$ cat config.mk
export PLATFORM = sky130hd
export DESIGN_NAME = program_counter_unit
export DESIGN_NICKNAME = d
export VERILOG_FILES = /design/src/rtl/program_counter_unit.sv
export SDC_FILE = /design/constraint.sdc
export NUM_CORES = 1
export LEC_CHECK = 0
export BUFFER_PORTS_ARGS = -buffer_cell sky130_fd_sc_hd__buf_2
export CORE_MARGIN = 2
export CORE_UTILIZATION = 53
export CTS_BUF_LIST = sky130_fd_sc_hd__clkbuf_8
export CTS_CLUSTER_SIZE = 28
export DETAILED_ROUTE_END_ITERATION = 12
export PLACE_DENSITY = 0.9
export SLEW_MARGIN = 20
export SYNTH_ARGS = -nofsm -noshare
export SYNTH_HDL_FRONTEND = slang
export SYNTH_SLANG_ARGS = --single-unit
$ cat constraint.sdc
create_clock -name clock -period 2.3 [get_ports clock]
set_input_delay 0.46 -clock clock [delete_from_list [all_inputs] [get_ports clock]]
set_output_delay 0.46 -clock clock [all_outputs]
set_load 0.005 [all_outputs]
$ cat src/rtl/program_counter_unit.sv
// Fetch program counter with trap/trap-return/redirect priority, EPC capture
// and an IDLE/RUN/HALT run-control state machine.
module program_counter_unit #(
  parameter int unsigned     XLEN         = 32,
  parameter logic [XLEN-1:0] RESET_VECTOR = '0,
  parameter logic [XLEN-1:0] TRAP_VECTOR  = 'h100,
  parameter int unsigned     STEP         = 4,
  parameter int unsigned     ALIGN_BITS   = 2
) (
  input  logic            clock,
  input  logic            reset,
  input  logic            stall,
  input  logic            fetch_ready,
  input  logic            branch_taken,
  input  logic [XLEN-1:0] branch_target,
  input  logic            trap,
  input  logic            trap_return,
  input  logic            halt,
  input  logic            resume,
  output logic [XLEN-1:0] pc,
  output logic            pc_valid,
  output logic [XLEN-1:0] epc,
  output logic            misaligned,
  output logic [1:0]      state
);

  typedef enum logic [1:0] {
    ST_IDLE = 2'b00,
    ST_RUN  = 2'b01,
    ST_HALT = 2'b10,
    ST_BAD  = 2'b11
  } state_e;

  localparam logic [XLEN-1:0] ALIGN_MASK = XLEN'((64'd1 << ALIGN_BITS) - 64'd1);
  localparam logic [XLEN-1:0] STEP_INC   = XLEN'(STEP);

  state_e          state_q, state_d;
  logic [XLEN-1:0] pc_q, pc_d;
  logic [XLEN-1:0] epc_q, epc_d;
  logic            mis_q, mis_d;
  logic            target_misaligned;

  assign target_misaligned = |(branch_target & ALIGN_MASK);

  always_ff @(posedge clock or negedge reset) begin
    if (!reset) begin
      state_q <= ST_IDLE;
      pc_q    <= RESET_VECTOR;
      epc_q   <= '0;
      mis_q   <= 1'b0;
    end else begin
      state_q <= state_d;
      pc_q    <= pc_d;
      epc_q   <= epc_d;
      mis_q   <= mis_d;
    end
  end

  always_comb begin
    state_d = state_q;
    pc_d    = pc_q;
    epc_d   = epc_q;
    mis_d   = 1'b0;
    unique case (state_q)
      ST_IDLE: state_d = ST_RUN;
      ST_RUN: begin
        // Redirects ignore stall/fetch_ready so none is ever dropped.
        if (trap) begin
          epc_d = pc_q;
          pc_d  = TRAP_VECTOR;
        end else if (trap_return) begin
          pc_d = epc_q;
        end else if (branch_taken && target_misaligned) begin
          epc_d = pc_q;
          pc_d  = TRAP_VECTOR;
          mis_d = 1'b1;
        end else if (branch_taken) begin
          pc_d = branch_target;
        end else if (fetch_ready && !stall) begin
          pc_d = pc_q + STEP_INC;
        end
        if (halt) state_d = ST_HALT;
      end
      ST_HALT: begin
        if (resume) state_d = ST_RUN;
      end
      default: state_d = ST_IDLE;
    endcase
  end

  assign pc         = pc_q;
  assign epc        = epc_q;
  assign misaligned = mis_q;
  assign pc_valid   = (state_q == ST_RUN);
  assign state      = state_q;

endmodule
==> Yosys cells after proc, flatten, opt, wreduce, memory -nomap -nowiden <==
Index checks and enable logic that the tools add are counted.
{ "classes": {"muxes": 15, "reduce_logical": 10, "eq_ne": 5, "addsub": 1} }
{ "ops": {"columns": ["cell", "n"], "rows": [
  ["$mux W32", 8],
  ["$add A32 B3 Y32 const B", 1],
  ["$ne A2 B2 Y1 const B", 3],
  ["$pmux W2 S3", 1],
  ["$reduce_bool A5 Y1", 1],
  ["$mux W1", 4],
  ["$mux W2", 2],
  ["$reduce_and A2 Y1", 2],
  ["$reduce_and A3 Y1", 1],
  ["$eq A2 B1 Y1 const B", 1],
  ["$eq A2 B2 Y1 const B", 1],
  ["$logic_and A1 B1 Y1", 2],
  ["$logic_not A2 Y1", 1],
  ["$reduce_bool A2 Y1", 1],
  ["$reduce_or A2 Y1", 1],
  ["$logic_not A1 Y1", 1]
]} }
{ "word_totals": {"register_bits": 67, "input_bits": 41} }

==> Longest topological paths before layout <==
Gate-level depths: netlist (run 1).
{ "logic_depth": {"ltp_word": 7, "ltp_mapped": 7, "depth_no_buf": 6} }

==> Worst setup path after synthesis (run 1) <==
OpenSTA, ideal clock, no wires.
{ "synth_path": {"path_kind": "in2reg", "startpoint": "in trap_return", "endpoint": "reg epc_q[0], in the netlist epc[0]", "arrival_ps": 1644, "path_buffers": 2, "t_required_ps": 2175, "cell_stages": 7, "path_slack_ps": 532, "cell_sequence": "buf_2 > nand2b_1 > nor2_1 > nor2_1 > nor2_2 > buf_2 > mux2_2"} }
{ "synth_via": {"elab_chain_cells": 2} }
{ "synth_rtl": {"columns": ["item", "line", "text"], "rows": [
  ["from (decl)", "17", "input logic trap_return,"],
  ["$ne A2 B2 Y1 (no source line)", null, null],
  ["$reduce_and A3 Y1 (no source line)", null, null],
  ["to (signal assigned)", "54", "epc_q <= epc_d;"],
  ["to (decl)", "39", "logic [XLEN-1:0] epc_q, epc_d;"]
]} }
Every way passes these cells.
A chain may end at the register's enable or synchronous reset.

==> Worst setup path after layout (run 1) <==
{ "layout_path": {"startpoint": "reg pc_q[2], in the netlist pc[2]", "endpoint": "reg pc_q[16], in the netlist pc[16]"} }
{ "layout_via": {"elab_chain_cells": 6} }
{ "layout_rtl": {"columns": ["item", "line", "text"], "rows": [
  ["from (decl)", "38", "logic [XLEN-1:0] pc_q, pc_d;"],
  ["from (signal assigned)", "53", "pc_q <= pc_d;"],
  ["$add A32 B3 Y32", "80", "pc_d = pc_q + STEP_INC;"],
  ["$mux W32", "79", "end else if (fetch_ready && !stall) begin"],
  ["$mux W32", "77", "end else if (branch_taken) begin"],
  ["$mux W32", "73", "end else if (branch_taken && target_misaligned) begin"],
  ["$mux W32", "71", "end else if (trap_return) begin"],
  ["$mux W32", "68", "if (trap) begin"]
]} }
Every way passes these cells. The select of a mux whose other input is x is not followed.

==> results of run 1 <==
-- routing by layer --
metal | vias to the layer above | global-route usage [%] | routed length, µm
met4 | 0 | 13.4 | 279
met3 | 30 | 6.19 | 805
li1 | 1530 | - | -
met5 | - | 0 | 0
met1 | 1662 | 36.6 | 4100
met2 | 165 | 45.7 | 4830
-- metrics by stage --
step / cells / worst slack (ns) / hold WS (ns)
floorplan: 345 / 0.532 / 0.164
global placement: 525 / 0.216 / 0.503
detailed placement: 525 / 0.111 / 0.508
CTS: 541 / 0.189 / 0.121
global route: 541 / 0.222 / 0.143
finish: 541 / 0.343 / 0.120
-- cells by family (layout without fill, tap and decap cells) --
kind of cell / after synthesis / count (layout) / synth area share [%]
adder cells (fa/ha/maj): 1 / 1 / 0.346
flip-flops: 67 / 67 / 46.4
AND/OR/NAND/NOR: 104 / 104 / 15.8
buffers and inverters: 25 / 141 / 3.40
AO/OA/AOI/OAI: 93 / 93 / 18.3
XOR/XNOR: 19 / 19 / 4.61
multiplexers: 36 / 36 / 11.1
-- power groups by stage --
stage / logic (W) / registers [W] / clock network (W)
4_1_cts: 0.00149 / 0.00191 / 0.00102
3_5_place_dp: 0.00148 / 0.00193 / 0
3_3_place_gp: 0.00143 / 0.00189 / 0
2_1_floorplan: 0.000862 / 0.00185 / 0
5_1_grt: 0.00164 / 0.00197 / 0.00107
6_report: 0.00150 / 0.00192 / 0.00100
-- final cells by class --
type	count	area, µm²
clock inverter	6	65.1
tap	80	100
fill	517	2200
sequential	67	1680
inverter	6	22.5
multi-input combinational	253	1830
timing repair buffer	119	648
clock buffer	10	138
-- synthesized netlist by cell type, types with 2 or more instances --
cell	instances	area (µm²)
o21ai_0	25	125
nand4_1	8	50.1
a21o_1	4	30.0
and2_1	3	18.8
nor2_2	2	12.5
clkbuf_1	7	26.3
buf_4	3	22.5
xor2_1	14	123
dfrtp_1	67	1680
a32oi_1	2	17.5
a2bb2oi_1	2	17.5
and4_1	3	26.3
a22oi_1	5	37.5
buf_2	8	40.0
o31ai_1	3	22.5
nor2_1	19	71.3
xnor2_1	5	43.8
inv_1	4	15.0
nor4_1	3	18.8
nand2b_1	4	25.0
and3_1	7	43.8
nand2_1	29	109
nand3_1	11	55.1
mux2_2	32	360
a21oi_1	8	40.0
a222oi_1	14	140
a22o_1	8	70.1
mux2i_1	4	40.0
o211ai_1	2	15.0
nor2b_1	2	12.5
nand3b_1	2	15.0
a31oi_1	7	43.8
o21ai_1	7	35.0
-- worst paths after layout --
path	start	slack (ns)	cells past startpoint	endpoint
max	pc[2]$_DFFE_PN0P_	0.34	6	pc[16]$_DFFE_PN0P_
min	reset	0.12	2	epc[22]$_DFFE_PN0P_
max reg2reg	pc[2]$_DFFE_PN0P_	0.34	6	pc[16]$_DFFE_PN0P_
min reg2reg	epc[26]$_DFFE_PN0P_	0.54	1	epc[26]$_DFFE_PN0P_
max in group asynchronous	reset	1.90	2	epc[14]$_DFFE_PN0P_
min in group clock	branch_target[16]	0.34	3	pc[16]$_DFFE_PN0P_
-- state kept, by name (all words and copies together) (netlist names) --
register	flops
misaligned	1
pc	32
state	2
epc	32
-- what timing repair did --
item / 4_1_cts / 5_1_grt
endpoints found under the hold margin: 0 / 0
gates resized for setup: 0 / 1
endpoints found under the setup margin: 0 / 1
==> results.md, run 1 <==
- Status: complete, no violations
- Cells after synthesis: roughly 350
- Vias in the first global route: between 3000 and 4000
- Largest net degree at the start of global routing: 68
- CP cell instances: ha_1, and4_1, nand2_1, or3_1, xnor2_1, o21ai_0
- Synth warn: 0
- Pwr per Cell Area: 986 nW/µm²
- Layout cell share with drive strength beyond 1: 38.8%
- WL final: 10.0 mm
- Tot GR Track Use: between 20% and 30%
- Internal: 0.00278 W
- Post-synthesis sequential area ratio: ~46%
- Synth unique cells: 54
- Placed cell area: 4270 µm²
- Routed via count: 3387
- Die Span X: 86.5 µm
- Clock skew: 0.0105 ns
- Commonest cells after routing, fill and taps aside: buf_2 (108), dfrtp_1 (67), mux2_2 (32)
- Setup bufs post-CTS: 0
- Crit path arrival time: 2.24 ns
- Port Buf Inserts: around 110
- Worst path required time: roughly 2.6 ns
- Worst Max-Slew Pin Slew: approximately 0.68 ns
- Net Count, Synth: about 390
- CP Class: flip-flop to flip-flop
- Hold buffers post-CTS: 0
- Cell Area, Synth: roughly 3600 µm²
- Ant. Diodes: 0
- Worst IR Drop VDD: 439 µV
- Crit path time final: 1.96 ns
- Synthesis-to-finish area growth: 24.1%
- # setup viols final: 0
- Net switching power: 0.00164 W
- Die ar.: between 7000 and 8000 µm²
- EDFF count, synth: 0
- PnR Total Power: 0.00442 W
- Residual DRC: 0
- Max transition margin: between 50% and 60%
- Clock buffer depth: 2
- Fin Setup TNS: 0 ns
- Top delay family on crit path: simple AND/OR/NAND/NOR gates
- First-pass GRT wire length: 16.5 mm
- Critical path capture point type: flip-flop
- Io pins: 109
- Final Instance Area: between 4000 and 5000 µm²
- DR WL/cell: 18.5 µm
- CP Buf/Inv Count: 0
- Clk_lat worst skew: 0.35 ns
- Rows: 30
- Most common cell after layout, fill and taps aside: buf_2
- DPL Wire Length: about 7 mm
- Initial Util: 54.0%
- Die Span Y: 86.5 µm
- Layout Nets: around 500
- RePlAce Congestion: 0.890
- Via density: 6.26
- Switching share of power: 37.1%
- Synth Flop Type: dfrtp_1
- # H-tree levels: 3
- Initial antenna violation count: 0
- DRT Pass-1 Iters: 5
- Max Cap Viol: 0
- DR iter-0 viols: 372
- Mean area per synthesized cell: 10.5 µm²
- P_leak: 2.26 nW
- CORE AREA: 6680 µm²
- Crit-path max FO: 9
- Fin crit share: a little under nine tenths
- Slew Limit Fails: 0
- Clock buffer count from CTS: 9
- Async S/R FF share, synth: between 90% and 100%
- Setup crit start kind: flip-flop
- Reg clk slew, reported paths: ~0.08 ns
- Crit-path slowest cell: and4_1
- FF+latch count, synth: 67
- Total gr overflow: 0
- Final Core Density: approximately two thirds
- Peak Freq: between 500 and 600 MHz
- Sink Count: 67
- RSZ-0062 raised after global routing: false
- Clk root buf: clkbuf_8
- Comb power frac: 33.8%
- Clock share of power: a little under a quarter
- Final ANT Viol Nets: 0
- CTS tree: done
- Fin. Hold Viols: 0
- Worst hold-check path type: input pin to async pin
- Critical path's largest stage delay: 0.45 ns
- Share of power burned in registers: 43.5%
No activity file was read; power rests on OpenSTA's default activity.
==> inputs of run 2 (changes only) <==
--- a/config.mk
+++ b/config.mk
@@ -8,9 +8,9 @@
 export BUFFER_PORTS_ARGS = -buffer_cell sky130_fd_sc_hd__buf_2
 export CORE_MARGIN = 2
-export CORE_UTILIZATION = 53
+export CORE_UTILIZATION = 45
 export CTS_BUF_LIST = sky130_fd_sc_hd__clkbuf_8
 export CTS_CLUSTER_SIZE = 28
 export DETAILED_ROUTE_END_ITERATION = 12
-export PLACE_DENSITY = 0.9
+export PLACE_DENSITY = 0.79
 export SLEW_MARGIN = 20
 export SYNTH_ARGS = -nofsm -noshare
==> constraint.sdc (replaced) <==
create_clock -name clock -period 2.3 [get_ports clock]
set_input_delay 0.23 -clock clock [delete_from_list [all_inputs] [get_ports clock]]
set_output_delay 0.23 -clock clock [all_outputs]
set_load 0.005 [all_outputs]
==> results.md, run 2 (synthesized netlist as in run 1, its figures left out) <==
- CTS tree: done
- Reg2Reg Depth: 6
- Vias in the first global route: 3155
- Peak Freq: 487 MHz
- Pwr per Cell Area: 973 nW/µm²
- Status: complete, no violations
- Share of power burned in registers: 44.4%
- Crit-path slowest cell: dfrtp_1
- DPL Wire Length: 7.28 mm
- Largest net degree at the start of global routing: 35
- Die Span X: between 90 and 100 µm
- Setup WS pre-CTS: 0.256 ns
- Net switching power: 0.00161 W
- Placed cell area: 4280 µm²
- Sink Count: 67
- Post-CTS Resized: 0
- Final Instance Area: about 4500 µm²
- Reg clk slew, reported paths: 0.07 ns
- CP Class: flip-flop to flip-flop
- Fin Setup TNS: 0 ns
- DR WL/cell: 17.6 µm
- Layout cell share with drive strength beyond 1: 38.5%
- # H-tree levels: 3
- Worst hold endpoint: state[1]$_DFFE_PN0P_
- Die ar.: 8760 µm²
- Die Span Y: 93.6 µm
- Clk_lat worst skew: around 0.34 ns
- CORE AREA: 7770 µm²
- Setup crit start kind: flip-flop
- PnR Total Power: 0.00435 W
- P_leak: approximately 2.2 nW
- Residual DRC: 0
- Worst path required time: 2.56 ns
- Fin crit share: 89.3%
- Fin. Hold Viols: 0
- Comb power frac: 33.8%
- WHS: 0.131 ns
- Tot GR Track Use: 23.4%
- Routed via count: 3296
- Hold depth: 3
- Clock share of power: 21.8%
- CP Buf/Inv Count: 0
- Initial Util: 46.5%
- Ant. Diodes: 0
- Layout Nets: roughly 500
- Min-delay src: halt
- DRT Pass-1 Iters: 5
- Most common cell after layout, fill and taps aside: buf_2
- Via density: a little under 6
- Clock buffer depth: 2
- Critical path's largest stage delay: 0.45 ns
- Initial antenna violation count: 0
- DR iter-0 viols: 221
- Io pins: 109
- R2R Path Start: pc[2]$_DFFE_PN0P_
- Rows: 32
- Reg2reg end: pc[16]$_DFFE_PN0P_
- Worst IR Drop VDD: 468 µV
- Crit-path max FO: 9
- Synthesis-to-finish area growth: 23.8%
- Critical path capture point type: flip-flop
- Clk root buf: clkbuf_8
- WL final: 9.90 mm
- Fin worst setup slack: 0.245 ns
- Switching share of power: about 37%
- RePlAce Congestion: roughly 0.96
- Crit path time final: roughly 2.1 ns
- Slew Limit Fails: 0
- Commonest cells after routing, fill and taps aside: buf_2 (108), dfrtp_1 (67), mux2_2 (32)
- Reg-to-reg slack, setup: 0.25 ns
- Crit path arrival time: roughly 2.3 ns
- Total stage count of the critical path: 6
- Worst hold-check path type: input pin to flip-flop
- First-pass GRT wire length: approximately 16 mm
- CP cell instances: ha_1, and4_1, nand2_1, or3_1, xnor2_1, o21ai_0
- Clock skew: 0.00738 ns
- Max Cap Viol: 0
- Clock buffer count from CTS: 9
- Worst Max-Slew Pin Slew: 0.778 ns
- Port Buf Inserts: ~110
- Internal: around 0.0027 W
- # setup viols final: 0
- Max transition margin: between 40 and 50%
- RSZ-0062 raised after global routing: false
- Final ANT Viol Nets: 0
- Total gr overflow: 0
- Top delay family on crit path: simple AND/OR/NAND/NOR gates
run 2: power by group through the flow:
stage | Sequential (W) | Clock, W | Combinational (W)
floorplan | 0.00185 | 0 | 0.000862
finish | 0.00193 | 0.000946 | 0.00147
CTS | 0.00192 | 0.000960 | 0.00148
global placement | 0.00192 | 0 | 0.00144
global route | 0.00198 | 0.00102 | 0.00161
detailed placement | 0.00194 | 0 | 0.00147
run 2: what timing repair did:
action	CTS	global route
buffers inserted	0	0
hold endpoints to repair	33	0
hold buffers	1	0
run 2: worst min-delay path, delay by kind of cell:
kind	cells	cell delay (ns)
buffers and inverters	1	0.09
AOI/OAI and AO/OA	1	0.07
and+or+nand+nor	1	0.04
run 2: final cells by class:
class                   instances  area [µm²]
well taps                     102         128
fillers                       706        3300
clock buffers                   9         124
clock inverters                 6        57.6
repair buffers                119         638
inverters                       6        22.5
flip-flops and latches         67        1680
multi-input cells             253        1820
run 2: worst max-delay path by stage:
stage	from	endpoint	slack [ns]
floorplan	pc[2]$_DFFE_PN0P_	pc[18]$_DFFE_PN0P_	0.57
global placement	branch_taken	pc[19]$_DFFE_PN0P_	0.30
detailed placement	branch_taken	pc[15]$_DFFE_PN0P_	0.26
CTS	pc[2]$_DFFE_PN0P_	pc[16]$_DFFE_PN0P_	0.28
global route	pc[2]$_DFFE_PN0P_	pc[16]$_DFFE_PN0P_	0.13
finish	pc[2]$_DFFE_PN0P_	pc[16]$_DFFE_PN0P_	0.25
run 2: metal layers:
metal  track usage (%)  wire (µm)  part of all wire, %  vias up
li1                  -          -                    -     1524
met1              32.6       4230                   43     1599
met2              36.4       4730                   48      158
met3              4.43        838                  8.5       15
met4              8.57        102                  1.0        0
met5                 0          0                    0        -
run 2: per-stage QoR:
stage / instances / util, %
6_report: 562 / 57.5
5_1_grt: 562 / 57.5
4_1_cts: 562 / 57.5
3_5_place_dp: 546 / 55.1
3_3_place_gp: 546 / 55.1
2_1_floorplan: 345 / -
==> inputs of run 3 (changes only) <==
- CORE_UTILIZATION: 45 -> 35
- PLACE_DENSITY: 0.79 -> 0.66
- clock period: 2.3 -> 2.4 ns (I/O delays scaled with it)
==> results.md, run 3 (synthesized netlist as in run 1, its figures left out) <==
- WL final: 10.5 mm
- Largest net degree at the start of global routing: 43
- Worst IR Drop VDD: 387 µV
- DPL Wire Length: 7.51 mm
- Die Span Y: 106 µm
- Clock buffer count from CTS: 9
- CORE AREA: 10200 µm²
- CP Class: flip-flop to flip-flop
- Status: complete, no violations
- WHS: 0.132 ns
- Clk root buf: clkbuf_8
- Sink Count: 67
- DR iter-0 viols: 185
- Worst path required time: around 2.6 ns
- Layout cell share with drive strength beyond 1: 37.9%
- Setup crit start kind: flip-flop
- Worst hold-check path type: input pin to flip-flop
- RePlAce Congestion: slightly below 0.9
- Clock skew: 0.00746 ns
- # setup viols final: 0
- Max Cap Viol: 0
- Crit-path max FO: 9
- Reg clk slew, reported paths: approximately 0.070 ns
- Routed via count: 3298
- Die ar.: 11100 µm²
- Total gr overflow: 0
- Fin Setup TNS: 0 ns
- DR WL/cell: approximately 18 µm
- Tot GR Track Use: 18.8%
- Synthesis-to-finish area growth: 24.5%
- P_leak: 2.24 nW
- Most common cell after layout, fill and taps aside: buf_2
- Initial antenna violation count: 1
- Residual DRC: 0
- CTS tree: done
- Layout Nets: 496
- Setup WS pre-CTS: 0.158 ns
- Crit path time final: 2.01 ns
- Rows: 37
- Post-CTS Resized: 0
- PnR Total Power: 0.00410 W
- Clock buffer depth: 2
- Crit path arrival time: 2.23 ns
- Commonest cells after routing, fill and taps aside: buf_2 (108), dfrtp_1 (67), mux2_2 (32)
- Peak Freq: 498 MHz
- Fin crit share: 83.7%
- Io pins: 109
- Worst Max-Slew Pin Slew: 0.707 ns
- # H-tree levels: 3
- Die Span X: 106 µm
- Critical path capture point type: flip-flop
- Vias in the first global route: 3100
- Via density: 5.55
- DRT Pass-1 Iters: 5
- Pwr per Cell Area: between 900 and 1000 nW/µm²
- Slew Limit Fails: 0
- Initial Util: 35.5%
- Fin worst setup slack: 0.390 ns
- Clk_lat worst skew: 0.35 ns
- Port Buf Inserts: 108
- Final ANT Viol Nets: 0
- Max transition margin: 52.5%
- First-pass GRT wire length: between 15 and 20 mm
- Fin. Hold Viols: 0
- RSZ-0062 raised after global routing: false
==> run 3: cell count changes in the layout (fill, tap and decap cells not counted), sizes merged <==
cell	previous run	this run
buf	118	116
bufinv	1	0
clkbuf	9	11
clkinv	5	2
diode	0	1
inv	5	6
==> run 3: area by class of cell <==
type,instances,area (µm²)
fill,1011,5690
timing repair buffer,117,623
clock inverter,3,16.3
clock buffer,11,151
sequential,67,1680
multi-input combinational,253,1830
inverter,6,22.5
tap,136,170
antenna,1,2.50
==> run 3: power breakdown <==
| group | internal [W] | switching [W] | leakage [nW] |
|---|---|---|---|
| combinational | 0.000706 | 0.000697 | 1.23 |
| sequential | 0.00144 | 0.000413 | 0.916 |
| clock | 0.000415 | 0.000431 | 0.0885 |
==> run 3: worst paths after layout <==
kind | startpoint | to | slack [ns] | cells past startpoint
worst min-delay path | branch_target[23] | pc[23]$_DFFE_PN0P_ | 0.13 | 3
worst max register to register | pc[2]$_DFFE_PN0P_ | pc[16]$_DFFE_PN0P_ | 0.39 | 6
worst max-delay path | pc[2]$_DFFE_PN0P_ | pc[16]$_DFFE_PN0P_ | 0.39 | 6
min in group asynchronous | reset | epc[4]$_DFFE_PN0P_ | 0.44 | 2
max in group asynchronous | reset | epc[23]$_DFFE_PN0P_ | 1.30 | 3
worst min register to register | epc[21]$_DFFE_PN0P_ | epc[21]$_DFFE_PN0P_ | 0.54 | 1
==> run 3: through the flow <==
stage / utilization, % / std cells / cell area [µm²]
floorplan: - / 345 / 3610
global placement: 42.3 / 578 / 4310
detailed placement: 42.3 / 578 / 4310
CTS: 44.0 / 593 / 4480
global route: 44.1 / 594 / 4490
finish: 44.1 / 594 / 4490
==> run 3: critical path: stages (launching register included) <==
cell	delay (ns)
dfrtp_1	0.43
ha_1	0.23
and4_1	0.47
nand2_1	0.18
or3_1	0.36
xnor2_1	0.14
o21ai_0	0.08
==> run 3: metal layers <==
metal / vias up / GRT usage, % / routed length [µm]
met5: - / 0 / 0
met4: 0 / 7.24 / 194
met3: 18 / 3.28 / 771
met2: 139 / 30.1 / 5000
met1: 1620 / 25.4 / 4510
li1: 1521 / - / -
==> run 3: what timing repair did <==
action / CTS / global route
setup buffers: 0 / 0
hold buffers: 1 / 0
endpoints found under the setup margin: 0 / 0
endpoints found under the hold margin: 25 / 0
